### config.mk
export PLATFORM = sky130hd
export DESIGN_NAME = bcd_converter
export DESIGN_NICKNAME = d
export VERILOG_FILES = /design/src/rtl/bcd_pkg.sv /design/src/rtl/bcd_add3.sv /design/src/rtl/bcd_converter.sv
export SDC_FILE = /design/constraint.sdc
export NUM_CORES = 1
export LEC_CHECK = 0
export BUFFER_PORTS_ARGS = -buffer_cell sky130_fd_sc_hd__buf_2
export CORE_UTILIZATION = 58
export DETAILED_ROUTE_END_ITERATION = 7
export GPL_ROUTABILITY_DRIVEN = 1
export HOLD_SLACK_MARGIN = 0.08
export PLACE_DENSITY = 0.87
export RECOVER_POWER = 25
export REMOVE_ABC_BUFFERS = 1
export SLEW_MARGIN = 20
export SYNTH_ARGS = -nofsm -noshare
export SYNTH_HDL_FRONTEND = slang
export SYNTH_SLANG_ARGS = --single-unit
### constraint.sdc
create_clock -name clock -period 2 [get_ports clock]
set_input_delay 0 -clock clock [delete_from_list [all_inputs] [get_ports clock]]
set_output_delay 0 -clock clock [all_outputs]
set_load 0.03 [all_outputs]
### src/rtl/bcd_pkg.sv
// rtl/bcd_pkg.sv - shared types and sizing helper for the binary-to-BCD converter
package bcd_pkg;

   typedef logic [3:0] bcd_digit_t;

   typedef enum logic [1:0] {
      IDLE   = 2'd0,
      SHIFT  = 2'd1,
      FINISH = 2'd2,
      HOLD   = 2'd3
   } bcd_state_t;

   // 1233/4096 approximates log10(2), so this covers every value up to 2^width-1
   function automatic int bcd_digits(input int width);
      return (width * 1233) / 4096 + 1;
   endfunction

endpackage

### src/rtl/bcd_add3.sv
// rtl/bcd_add3.sv - single-digit shift-and-add-3 correction
module bcd_add3
   import bcd_pkg::*;
(
   input  bcd_digit_t i_digit,
   output bcd_digit_t o_digit
);

   assign o_digit = (i_digit >= 4'd5) ? bcd_digit_t'(i_digit + 4'd3) : i_digit;

endmodule

### src/rtl/bcd_converter.sv
// rtl/bcd_converter.sv - multi-cycle binary-to-BCD converter with valid/ready handshakes
module bcd_converter
   import bcd_pkg::*;
#(
   parameter int WIDTH  = 32,
   parameter int SIGNED = 0,
   parameter int DIGITS = bcd_digits(WIDTH),
   parameter int NDW    = $clog2(DIGITS + 1)
) (
   input  logic                clock,
   input  logic                reset,
   input  logic                in_valid,
   output logic                in_ready,
   input  logic [WIDTH-1:0]    in_bin,
   output logic                out_valid,
   input  logic                out_ready,
   output logic [4*DIGITS-1:0] out_bcd,
   output logic                out_neg,
   output logic [NDW-1:0]      out_ndigits
);

   localparam int CW       = $clog2(WIDTH + 1);
   localparam bit P_SIGNED = (SIGNED != 0);

   bcd_state_t          r_state;
   logic [WIDTH-1:0]    r_mag;
   logic [4*DIGITS-1:0] r_bcd;
   logic [CW-1:0]       r_cnt;
   logic                r_neg;
   logic                r_in_ready;
   logic                r_out_valid;
   logic                r_out_neg;
   logic [4*DIGITS-1:0] r_out_bcd;
   logic [NDW-1:0]      r_out_ndigits;

   logic [4*DIGITS-1:0] w_bcd_adj;
   logic                w_in_neg;
   logic [WIDTH-1:0]    w_in_mag;
   logic [NDW-1:0]      w_ndigits;

   genvar g;
   generate
      for (g = 0; g < DIGITS; g++) begin : g_add3
         bcd_add3 u_add3 (
            .i_digit (r_bcd[4*g +: 4]),
            .o_digit (w_bcd_adj[4*g +: 4])
         );
      end
   endgenerate

   // The most negative operand negates to itself, which read unsigned is the right magnitude
   assign w_in_neg = P_SIGNED & in_bin[WIDTH-1];
   assign w_in_mag = w_in_neg ? ((~in_bin) + WIDTH'(1)) : in_bin;

   always_comb begin
      w_ndigits = NDW'(1);
      for (int i = 0; i < DIGITS; i++) begin
         if (r_bcd[4*i +: 4] != 4'd0) begin
            w_ndigits = NDW'(i + 1);
         end
      end
   end

   always_ff @(posedge clock or negedge reset) begin
      if (!reset) begin
         r_state       <= IDLE;
         r_mag         <= '0;
         r_bcd         <= '0;
         r_cnt         <= '0;
         r_neg         <= 1'b0;
         r_in_ready    <= 1'b0;
         r_out_valid   <= 1'b0;
         r_out_neg     <= 1'b0;
         r_out_bcd     <= '0;
         r_out_ndigits <= '0;
      end else begin
         case (r_state)
            IDLE: begin
               if (r_in_ready && in_valid) begin
                  r_mag      <= w_in_mag;
                  r_neg      <= w_in_neg;
                  r_bcd      <= '0;
                  r_cnt      <= CW'(WIDTH);
                  r_in_ready <= 1'b0;
                  r_state    <= SHIFT;
               end else begin
                  r_in_ready <= 1'b1;
               end
            end
            SHIFT: begin
               r_bcd <= {w_bcd_adj[4*DIGITS-2:0], r_mag[WIDTH-1]};
               r_mag <= {r_mag[WIDTH-2:0], 1'b0};
               r_cnt <= r_cnt - CW'(1);
               if (r_cnt == CW'(1)) begin
                  r_state <= FINISH;
               end
            end
            FINISH: begin
               r_out_bcd     <= r_bcd;
               r_out_neg     <= r_neg;
               r_out_ndigits <= w_ndigits;
               r_out_valid   <= 1'b1;
               r_state       <= HOLD;
            end
            HOLD: begin
               // Result registers are left as-is after the handshake
               if (out_ready) begin
                  r_out_valid <= 1'b0;
                  r_in_ready  <= 1'b1;
                  r_state     <= IDLE;
               end
            end
            default: begin
               r_state <= IDLE;
            end
         endcase
      end
   end

   assign in_ready    = r_in_ready;
   assign out_valid   = r_out_valid;
   assign out_bcd     = r_out_bcd;
   assign out_neg     = r_out_neg;
   assign out_ndigits = r_out_ndigits;

endmodule
## Word level (Yosys, flattened, before mapping)

Cells that the tools add are included.
W data, S select, Z words.

- Register bits: 126
- Bits of input ports: 36
- Output and inout bits: 47
- Logic and storage cells: 88

- $add $sub $neg: 11
- $lt $le $gt $ge: 10
- Eq/ne operators: 7
- Multiplexer cells: 34
- Reductions and logical operators: 18

Operators with widths:

| kind | number |
|---|---|
| $pmux W40 S2 | 1 |
| $pmux W32 S2 | 1 |
| $mux W4 | 14 |
| $ge A4 B3 Y1 const B | 10 |
| $mux W40 | 1 |
| $add A4 B2 Y4 const B | 9 |
| $reduce_bool A4 Y1 | 9 |
| $mux W32 | 1 |
| $pmux W6 S2 | 1 |
| $mux W2 | 5 |
| $mux W3 | 3 |
| $pmux W2 S4 | 1 |
| $eq A6 B1 Y1 const B | 1 |
| $mux W6 | 1 |
| $ne A2 B2 Y1 const B | 3 |
| $reduce_and A2 Y1 | 3 |
| $reduce_bool A2 Y1 | 3 |
| $sub A6 B1 Y6 const B | 1 |
| $eq A2 B2 Y1 const B | 2 |
| $pmux W1 S2 | 2 |
| $add A3 B2 Y3 const B | 1 |
| $mux W1 | 3 |
| $reduce_and A3 Y1 | 1 |
| $eq A2 B1 Y1 const B | 1 |
| 2 further kinds | 2 |

## Logic depth before layout (Yosys ltp)

Gate-level depths: netlist of the first run.

- Depth in word-level cells: 10
- Gate-level depth with buffers: 8
- Gate-level depth less buffers: 6

## Hierarchy

Synthesis of the first run repeated with hierarchy kept, for this count alone.

- Cell total of the unflattened synthesis: 564
- Area total of the unflattened synthesis: 6,228.5 um^2

Modules (own cells, without submodules):

| module | instances | cells each | area an instance (um^2) | sequential area each (um^2) |
|---|---|---|---|---|
| bcd_converter | 1 | 404 | 5,215.0 | 3,153.0 |
| bcd_add3 | 10 | 16 | 101.3 | 0.0 |

## Least setup slack after synthesis of the first run

Ideal clock, no wire load.

- Path type: register to register
- From: register r_state[0]
- To: register r_bcd[31]
- Setup time: 0.121 ns
- Arrival: 1.604 ns
- Required time: 1.879 ns
- Setup slack: 0.275 ns
- Cell stages (with the launch flop): 9
- Buffers on the path: 2
- Period minus slack after synthesis: 1.725 ns
- Cell sequence: dfrtp_1 inv_1 ha_1 and3_1 nor2_1 buf_2 buf_4 o2bb2ai_1 a22o_1

- Longest elaborated chain between the ends: 3
- Elaborated cells on any way between the ends: 6
- Classes of those cells: eq/ne (2); mux (1); reduce/logical (3)

Ends and longest elaborated chain:

| item | line | RTL |
|---|---|---|
| start: declaration | bcd_converter.sv:25 | `bcd_state_t r_state;` |
| start signal: assignment | bcd_converter.sv:66 | `r_state <= IDLE;` |
| start signal: assignment | bcd_converter.sv:85 | `r_state <= SHIFT;` |
| start signal: assignment | bcd_converter.sv:95 | `r_state <= FINISH;` |
| $eq A2 B1 Y1 or $logic_not A2 Y1 (tied branches) | bcd_converter.sv:77 | `case (r_state)` |
| $reduce_bool A2 Y1 (no line) or $ne A2 B2 Y1 (tied branches) | - |  |
| $reduce_and A2 Y1 (no line) | - |  |
| end signal: assignment | bcd_converter.sv:91 | `r_bcd <= {w_bcd_adj[4*DIGITS-2:0], r_mag[WIDTH-1]};` |
| end: declaration | bcd_converter.sv:27 | `logic [4*DIGITS-1:0] r_bcd;` |

Parallel ways exist; a longest one is shown, timed or not.
A chain may end at the register's enable or synchronous reset.

## Worst setup path in the final report of the first run

- From: register r_state[0]
- To: register r_bcd[3]

The elaborated chain is that of the path after synthesis.

==> results.py, run 1 <==
metrics = {
    "synthesis": {
        "synth.area.top_cells": "dfrtp_1 51%, mux2_2 9.0%, o21ai_0 5.6%, mux2i_1 5.4%, ha_1 5.3%",
        "synth_ff_type": "dfrtp_1",
        "yosysTopAreaCellShare_pct": 51.26,
        "synth_most_common_cell": "dfrtp_1",
        "synth_fa_ha_area_share_pct": 5.289,
        "avgSynthCellArea_um2": 10.75,
        "synth.yosys.seq_area_share_pct": 51.26,
        "synthSimpleGateAreaFrac_pct": 10.33,
        "syn_inst": 572,
        "synth_compound_gate_area_share_pct": 12.35,
        "yosysTopAreaCell": "dfrtp_1",
        "synthXorXnorAreaFrac_pct": 2.278,
        "netlist_area_um2": 6151,
        "synth_edf_count": 0,
        "async_reset_ff_share_pct": 100.0,
        "yosysWarnings": 0,
        "yosysUniqueCellTypes": 40,
        "ys_seq_elements": 126,
        "synth_top_family_by_area": "multiplexers",
        "muxShareOfSynthArea_pct": 14.59,
        "synth.top_cells.by_count": "126 x dfrtp_1, 79 x nand2_1, 69 x o21ai_0",
    },
    "detailed_routing": {
        "viasPerCell": 5.664,
        "routed_wl_um": 13760,
        "top_layer": "met4",
        "antenna_left": 0,
        "wl_met3_um": 888,
        "dr_wl_met2_um": 7155,
        "drc": 0,
        "vias": 4741,
        "wire_per_inst_um": 16.44,
        "drt_iter0_drc": 261,
        "first_pass_iters": 5,
        "wl_met1_um": 5556,
    },
    "grt": {
        "antenna_found_initial": 0,
        "grt_max_degree": 71,
        "overflow": 0,
        "grt_pass1_vias": 4808,
        "grt_usage_pct": 26.75,
        "grt_pass1_wl_um": 23080,
    },
    "timing": {
        "clock.fmax_mhz": 528.9,
        "finalCritPeriodShare_pct": 94.53,
        "setup_viol": 0,
        "slew_viol_final": 0,
        "finalHoldViolCount": 0,
        "rsz0062_at_grt": "false",
        "min_period_ns": 1.891,
        "slew_headroom_pct": 38.28,
        "fin_tns_setup_ns": 0,
        "tightest_slew_ns": 0.9259,
        "fin_skew_ns": 0.009282,
    },
    "placed_design": {
        "dpl-instance-area_um2": 6724,
        "place_hpwl_um": 8209,
        "placed_cells": 769,
        "gp_congestion": 0.8675,
        "port_buffers": 81,
    },
    "clocking": {
        "cts_tree": "yes",
        "cts.sinks": 126,
        "htreeDepth": 4,
        "clock_path_buffers": 2,
        "cts.clk_slew.worst_paths_ns": 0.06,
        "cts_inserted_buffers": 17,
        "root_buffer": "clkbuf_8",
        "clkLatencyLatePin_ns": 0.52,
    },
    "finish": {
        "syn_to_final_growth_pct": 23.88,
        "drive_gt1_share_pct": 18.83,
        "fin_cells": 837,
        "nets": 750,
        "multi_input_area_um2": 2774,
        "postLayoutCellArea_um2": 7620,
        "fill_cells": 672,
        "antenna_cells": 0,
        "seq_area_um2": 3153,
    },
    "pwr": {
        "peakVddDrop_mv": 0.6967,
        "p_clk_share_pct": 53.8,
        "power_frac_comb_pct": 2.5,
        "power_switching_mw": 1.238,
        "seqPwrFrac_pct": 43.7,
        "power_mw": 5.836,
        "p_per_area_nw_per_um2": 766.0,
        "swShare_pct": 21.22,
        "p_int_mw": 4.598,
        "power_leakage_nw": 3.716,
    },
    "worst_hold_path": {
        "hold_path_class": "in -> reg",
        "whs_path_depth": 3,
        "whs_endpoint": "out_valid$_DFFE_PN0P_",
        "min_from": "out_ready",
    },
    "outcome": {
        "status": "completed",
    },
    "critical_path": {
        "timing.rr.start": "r_state[0]$_DFFE_PN0P_",
        "cp_max_fo": 45,
        "r2r-end": "r_bcd[3]$_DFFE_PN0P_",
        "rr_worst_depth": 7,
        "max_stage_delay_ns": 0.39,
        "endpoint_kind": "flip-flop",
        "crit_chain": "inv_1 -> ha_1 -> and3_1 -> nor2_4 -> buf_12 -> o21ai_1 -> a22o_1",
        "critPathLaunchType": "flip-flop",
        "r2r_slack_ns": 0.11,
        "required_ns": 2.41,
        "arrival_ns": 2.30,
        "crit_type": "reg -> reg",
        "slowest_stage": "dfrtp_1",
        "critPathLaunch": "r_state[0]$_DFFE_PN0P_",
    },
    "floorplan": {
        "start_util_pct": 59.58,
        "core_um2": 10320,
        "floorplan.io_pins": 83,
        "fp.dieH_um": 105.0,
        "fp-row-count": 37,
        "die_w_um": 105.0,
        "die_area_um2": 11020,
    },
    "run": {
        "drv_cap": 0,
    },
}
## critical path, delay by kind of cell, from the launching register on
| kind | cells | cell delay [ns] |
|---|---|---|
| fa+ha+maj | 1 | 0.27 |
| simple gates | 2 | 0.43 |
| flops | 1 | 0.39 |
| buf+inv | 2 | 0.33 |
| compound gates | 2 | 0.29 |
## registers in the layout (all words and copies together), names as in the netlist
name         count
out_ndigits      4
r_mag           32
in_ready         1
r_state          2
r_cnt            6
r_bcd           40
out_valid        1
out_bcd         40
## layout make-up
type / count / share of cell area (%)
multi-input combinational: 390 / 36.40
clock inverter: 12 / 2.102
timing repair buffer: 126 / 10.71
tap: 136 / 2.233
clock buffer: 20 / 5.846
inverter: 27 / 1.330
sequential: 126 / 41.38
## per-stage QoR
step	setup WS, ns	util [%]	hold slack (ns)
after floorplan	-3.406	-	-0.2956
after global placement	0.2611	65.13	-0.1041
after detailed placement	0.1874	65.13	-0.09634
after CTS	0.1402	74.58	0.2221
after global routing	0.01340	73.81	0.2536
final	0.1094	73.81	0.2348
## power by group through the flow
stage               Sequential (mW)  Clock [mW]  Combinational [mW]
finish                         2.55        3.14               0.148
detailed placement             2.60           0              0.0968
CTS                            2.55        3.16               0.153
global route                   2.55        3.28               0.166
floorplan                      2.60           0             0.00450
global placement               2.60           0              0.0942
## placed cells by master (no fill, tap or decap), drive strengths merged, types with 3 or more instances in the layout
cell type    count
mux2            50
ha              26
o31ai            6
o2bb2ai          6
xnor2           10
or3b             3
o211ai           4
nor2            19
clkbuf          67
a21oi           17
a22o             8
clkinv           3
bufinv           3
nor3b           13
nand2b          11
buf             43
nand2           80
clkinvlp         4
o21ai           79
dlygate4sd3     36
inv             29
mux2i           33
dfrtp          126
xor2             6
## per-layer routing
metal  vias up  global-route usage (%)
met5         -                       0
met4         0                   8.149
met2       174                   46.83
li1       2208                       -
met3        18                   7.361
met1      2341                   32.08
## cells by family (layout without fill, tap and decap cells)
group / count (synthesis) / after routing
AO/OA/AOI/OAI: 129 / 129
other: 1 / 1
XOR/XNOR: 16 / 16
adder cells (fa/ha/maj): 26 / 26
AND/OR/NAND/NOR: 135 / 135
buffers and inverters: 56 / 185
flip-flops: 126 / 126
multiplexers: 83 / 83
## worst max-delay path by stage
stage | end | slack [ns] | depth (start not counted)
2_1_floorplan | r_mag[10]$_DFFE_PN0P_ | -3.41 | 5
3_3_place_gp | r_bcd[3]$_DFFE_PN0P_ | 0.26 | 7
3_5_place_dp | r_state[1]$_DFFE_PN0P_ | 0.19 | 6
4_1_cts | r_bcd[21]$_DFFE_PN0P_ | 0.14 | 4
5_1_grt | r_bcd[2]$_DFFE_PN0P_ | 0.01 | 4
6_report | r_bcd[3]$_DFFE_PN0P_ | 0.11 | 7
## what timing repair did
action / 4_1_cts / 5_1_grt
gates resized for setup: 0 / 0
hold buffers: 37 / 0
endpoints found under the hold margin: 168 / 0
setup buffers: 0 / 0
endpoints found under the setup margin: 0 / 18
Note: power is estimated with default switching activity, not from simulation.
==> inputs of run 2 (changes only) <==
--- a/config.mk
+++ b/config.mk
@@ -10,7 +10,7 @@
 export DETAILED_ROUTE_END_ITERATION = 7
 export GPL_ROUTABILITY_DRIVEN = 1
 export HOLD_SLACK_MARGIN = 0.08
-export PLACE_DENSITY = 0.87
+export PLACE_DENSITY = 0.8
 export RECOVER_POWER = 25
 export REMOVE_ABC_BUFFERS = 1
 export SLEW_MARGIN = 20
==> results.py, run 2 (synthesis gave the netlist of run 1 again) <==
metrics = {
    "timing": {
        "slew_viol_final": 0,
        "min_period_ns": 1.921,
        "finalHoldViolCount": 0,
        "fin_skew_ns": 0.01045,
        "setup_viol": 0,
        "slew_headroom_pct": 22.14,
        "tightest_slew_ns": 1.168,
        "rsz0062_at_grt": "true",
        "finalCritPeriodShare_pct": 96.03,
        "clock.fmax_mhz": 520.7,
    },
    "clocking": {
        "cts_setup_buffers": 0,
        "clkLatencyLatePin_ns": 0.53,
        "cts.clk_slew.worst_paths_ns": 0.06,
        "cts.sinks": 126,
        "htreeDepth": 4,
        "cts_tree": "yes",
        "clock_path_buffers": 2,
        "root_buffer": "clkbuf_8",
        "cts_inserted_buffers": 17,
    },
    "pwr": {
        "peakVddDrop_mv": 0.5441,
        "power_switching_mw": 1.313,
        "power_frac_comb_pct": 2.7,
        "seqPwrFrac_pct": 45.3,
        "swShare_pct": 23.33,
        "power_leakage_nw": 3.776,
        "p_clk_share_pct": 52.0,
        "p_per_area_nw_per_um2": 735.5,
        "p_int_mw": 4.314,
    },
    "placed_design": {
        "gp_congestion": 0.7885,
        "place_hpwl_um": 8285,
        "dpl-instance-area_um2": 6739,
        "port_buffers": 81,
    },
    "detailed_routing": {
        "drc": 0,
        "antenna_left": 0,
        "drt_iter0_drc": 107,
        "routed_wl_um": 13120,
        "first_pass_iters": 4,
        "viasPerCell": 5.506,
        "wire_per_inst_um": 15.62,
        "vias": 4625,
    },
    "finish": {
        "antenna_cells": 0,
        "postLayoutCellArea_um2": 7650,
        "layout_common_cells": "126 x dfrtp_1, 79 x nand2_1, 69 x o21ai_0, 49 x mux2_2, 49 x buf_2",
        "drive_gt1_share_pct": 21.59,
        "syn_to_final_growth_pct": 24.37,
        "nets": 753,
        "fin_util_pct": 74.10,
        "final_common_cell": "dfrtp_1",
    },
    "grt": {
        "antenna_found_initial": 0,
        "grt_max_degree": 72,
        "overflow": 0,
        "grt_pass1_vias": 4898,
        "grt_usage_pct": 26.07,
        "grt_pass1_wl_um": 22600,
    },
    "critical_path": {
        "cp_max_fo": 41,
        "endpoint_kind": "flip-flop",
        "r2r_slack_ns": 0.08,
        "required_ns": 2.41,
        "arrival_ns": 2.33,
        "crit_type": "reg -> reg",
        "critPathLaunchType": "flip-flop",
    },
    "floorplan": {
        "start_util_pct": 59.58,
        "fp-row-count": 37,
        "core_um2": 10320,
        "fp.dieH_um": 105.0,
        "die_area_um2": 11020,
        "floorplan.io_pins": 83,
        "die_w_um": 105.0,
    },
    "worst_hold_path": {
        "hold_path_class": "in -> reg",
    },
    "run": {
        "drv_cap": 0,
    },
    "outcome": {
        "status": "completed",
    },
}
run 2: final cells by class:
type | count | area (µm²)
Inverter | 27 | 101.3
Timing Repair Buffer | 129 | 884.6
Multi-Input combinational cell | 390 | 2775
Sequential cell | 126 | 3153
Fill cell | 720 | 2674
Clock inverter | 15 | 151.4
Tap cell | 136 | 170.2
Clock buffer | 17 | 414.1
run 2: critical path, cell delays in order (launching register included):
cell	delay [ns]
dfrtp_1	0.41
inv_1	0.09
ha_1	0.28
and3_2	0.26
nor2_4	0.24
buf_12	0.25
o2bb2ai_1	0.09
a22o_1	0.18
run 2: repair_timing:
item                       in CTS  in global routing
resized for setup               0                  1
setup endpoints to repair       0                  1
hold buffers                   36                  0
hold endpoints to repair      168                  0
run 2: final timing paths:
path	to	cells past startpoint	from
setup / recovery	r_bcd[19]$_DFFE_PN0P_	7	r_state[1]$_DFFE_PN0P_
setup reg to reg	r_bcd[19]$_DFFE_PN0P_	7	r_state[1]$_DFFE_PN0P_
hold reg to reg	r_mag[28]$_DFFE_PN0P_	2	r_mag[28]$_DFFE_PN0P_
hold / removal	r_mag[0]$_DFFE_PN0P_	3	in_bin[0]
min in group asynchronous	out_bcd[37]$_DFFE_PN0P_	3	reset
max in group asynchronous	out_bcd[10]$_DFFE_PN0P_	4	reset
run 2: metal layers:
metal | track usage [%] | part of all wire, % | vias up
li1 | - | - | 2213
met1 | 30.80 | 42 | 2293
met2 | 45.32 | 52 | 103
met3 | 7.611 | 4.4 | 16
met4 | 8.954 | 1.3 | 0
met5 | 0 | 0 | -
run 2: per-stage QoR:
step / total power [mW] / setup slack (ns) / setup TNS [ns] / instances / hold slack [ns]
detailed placement: 2.696 / 0.1325 / 0 / 771 / 0.04227
global placement: 2.693 / 0.2333 / 0 / 771 / 0.03745
CTS: 5.670 / 0.07258 / 0 / 839 / 0.2195
floorplan: 2.601 / -3.406 / -251.14 / 543 / -0.2956
finish: 5.627 / 0.07949 / 0 / 840 / 0.2568
global route: 5.816 / -0.03087 / -0.03442 / 840 / 0.2499
run 2: power groups by stage:
stage	Clock (mW)	Sequential (mW)	Combinational, mW
global route	3.10	2.55	0.170
global placement	0	2.60	0.0970
floorplan	0	2.60	0.00450
finish	2.93	2.55	0.152
detailed placement	0	2.60	0.100
CTS	2.97	2.55	0.153
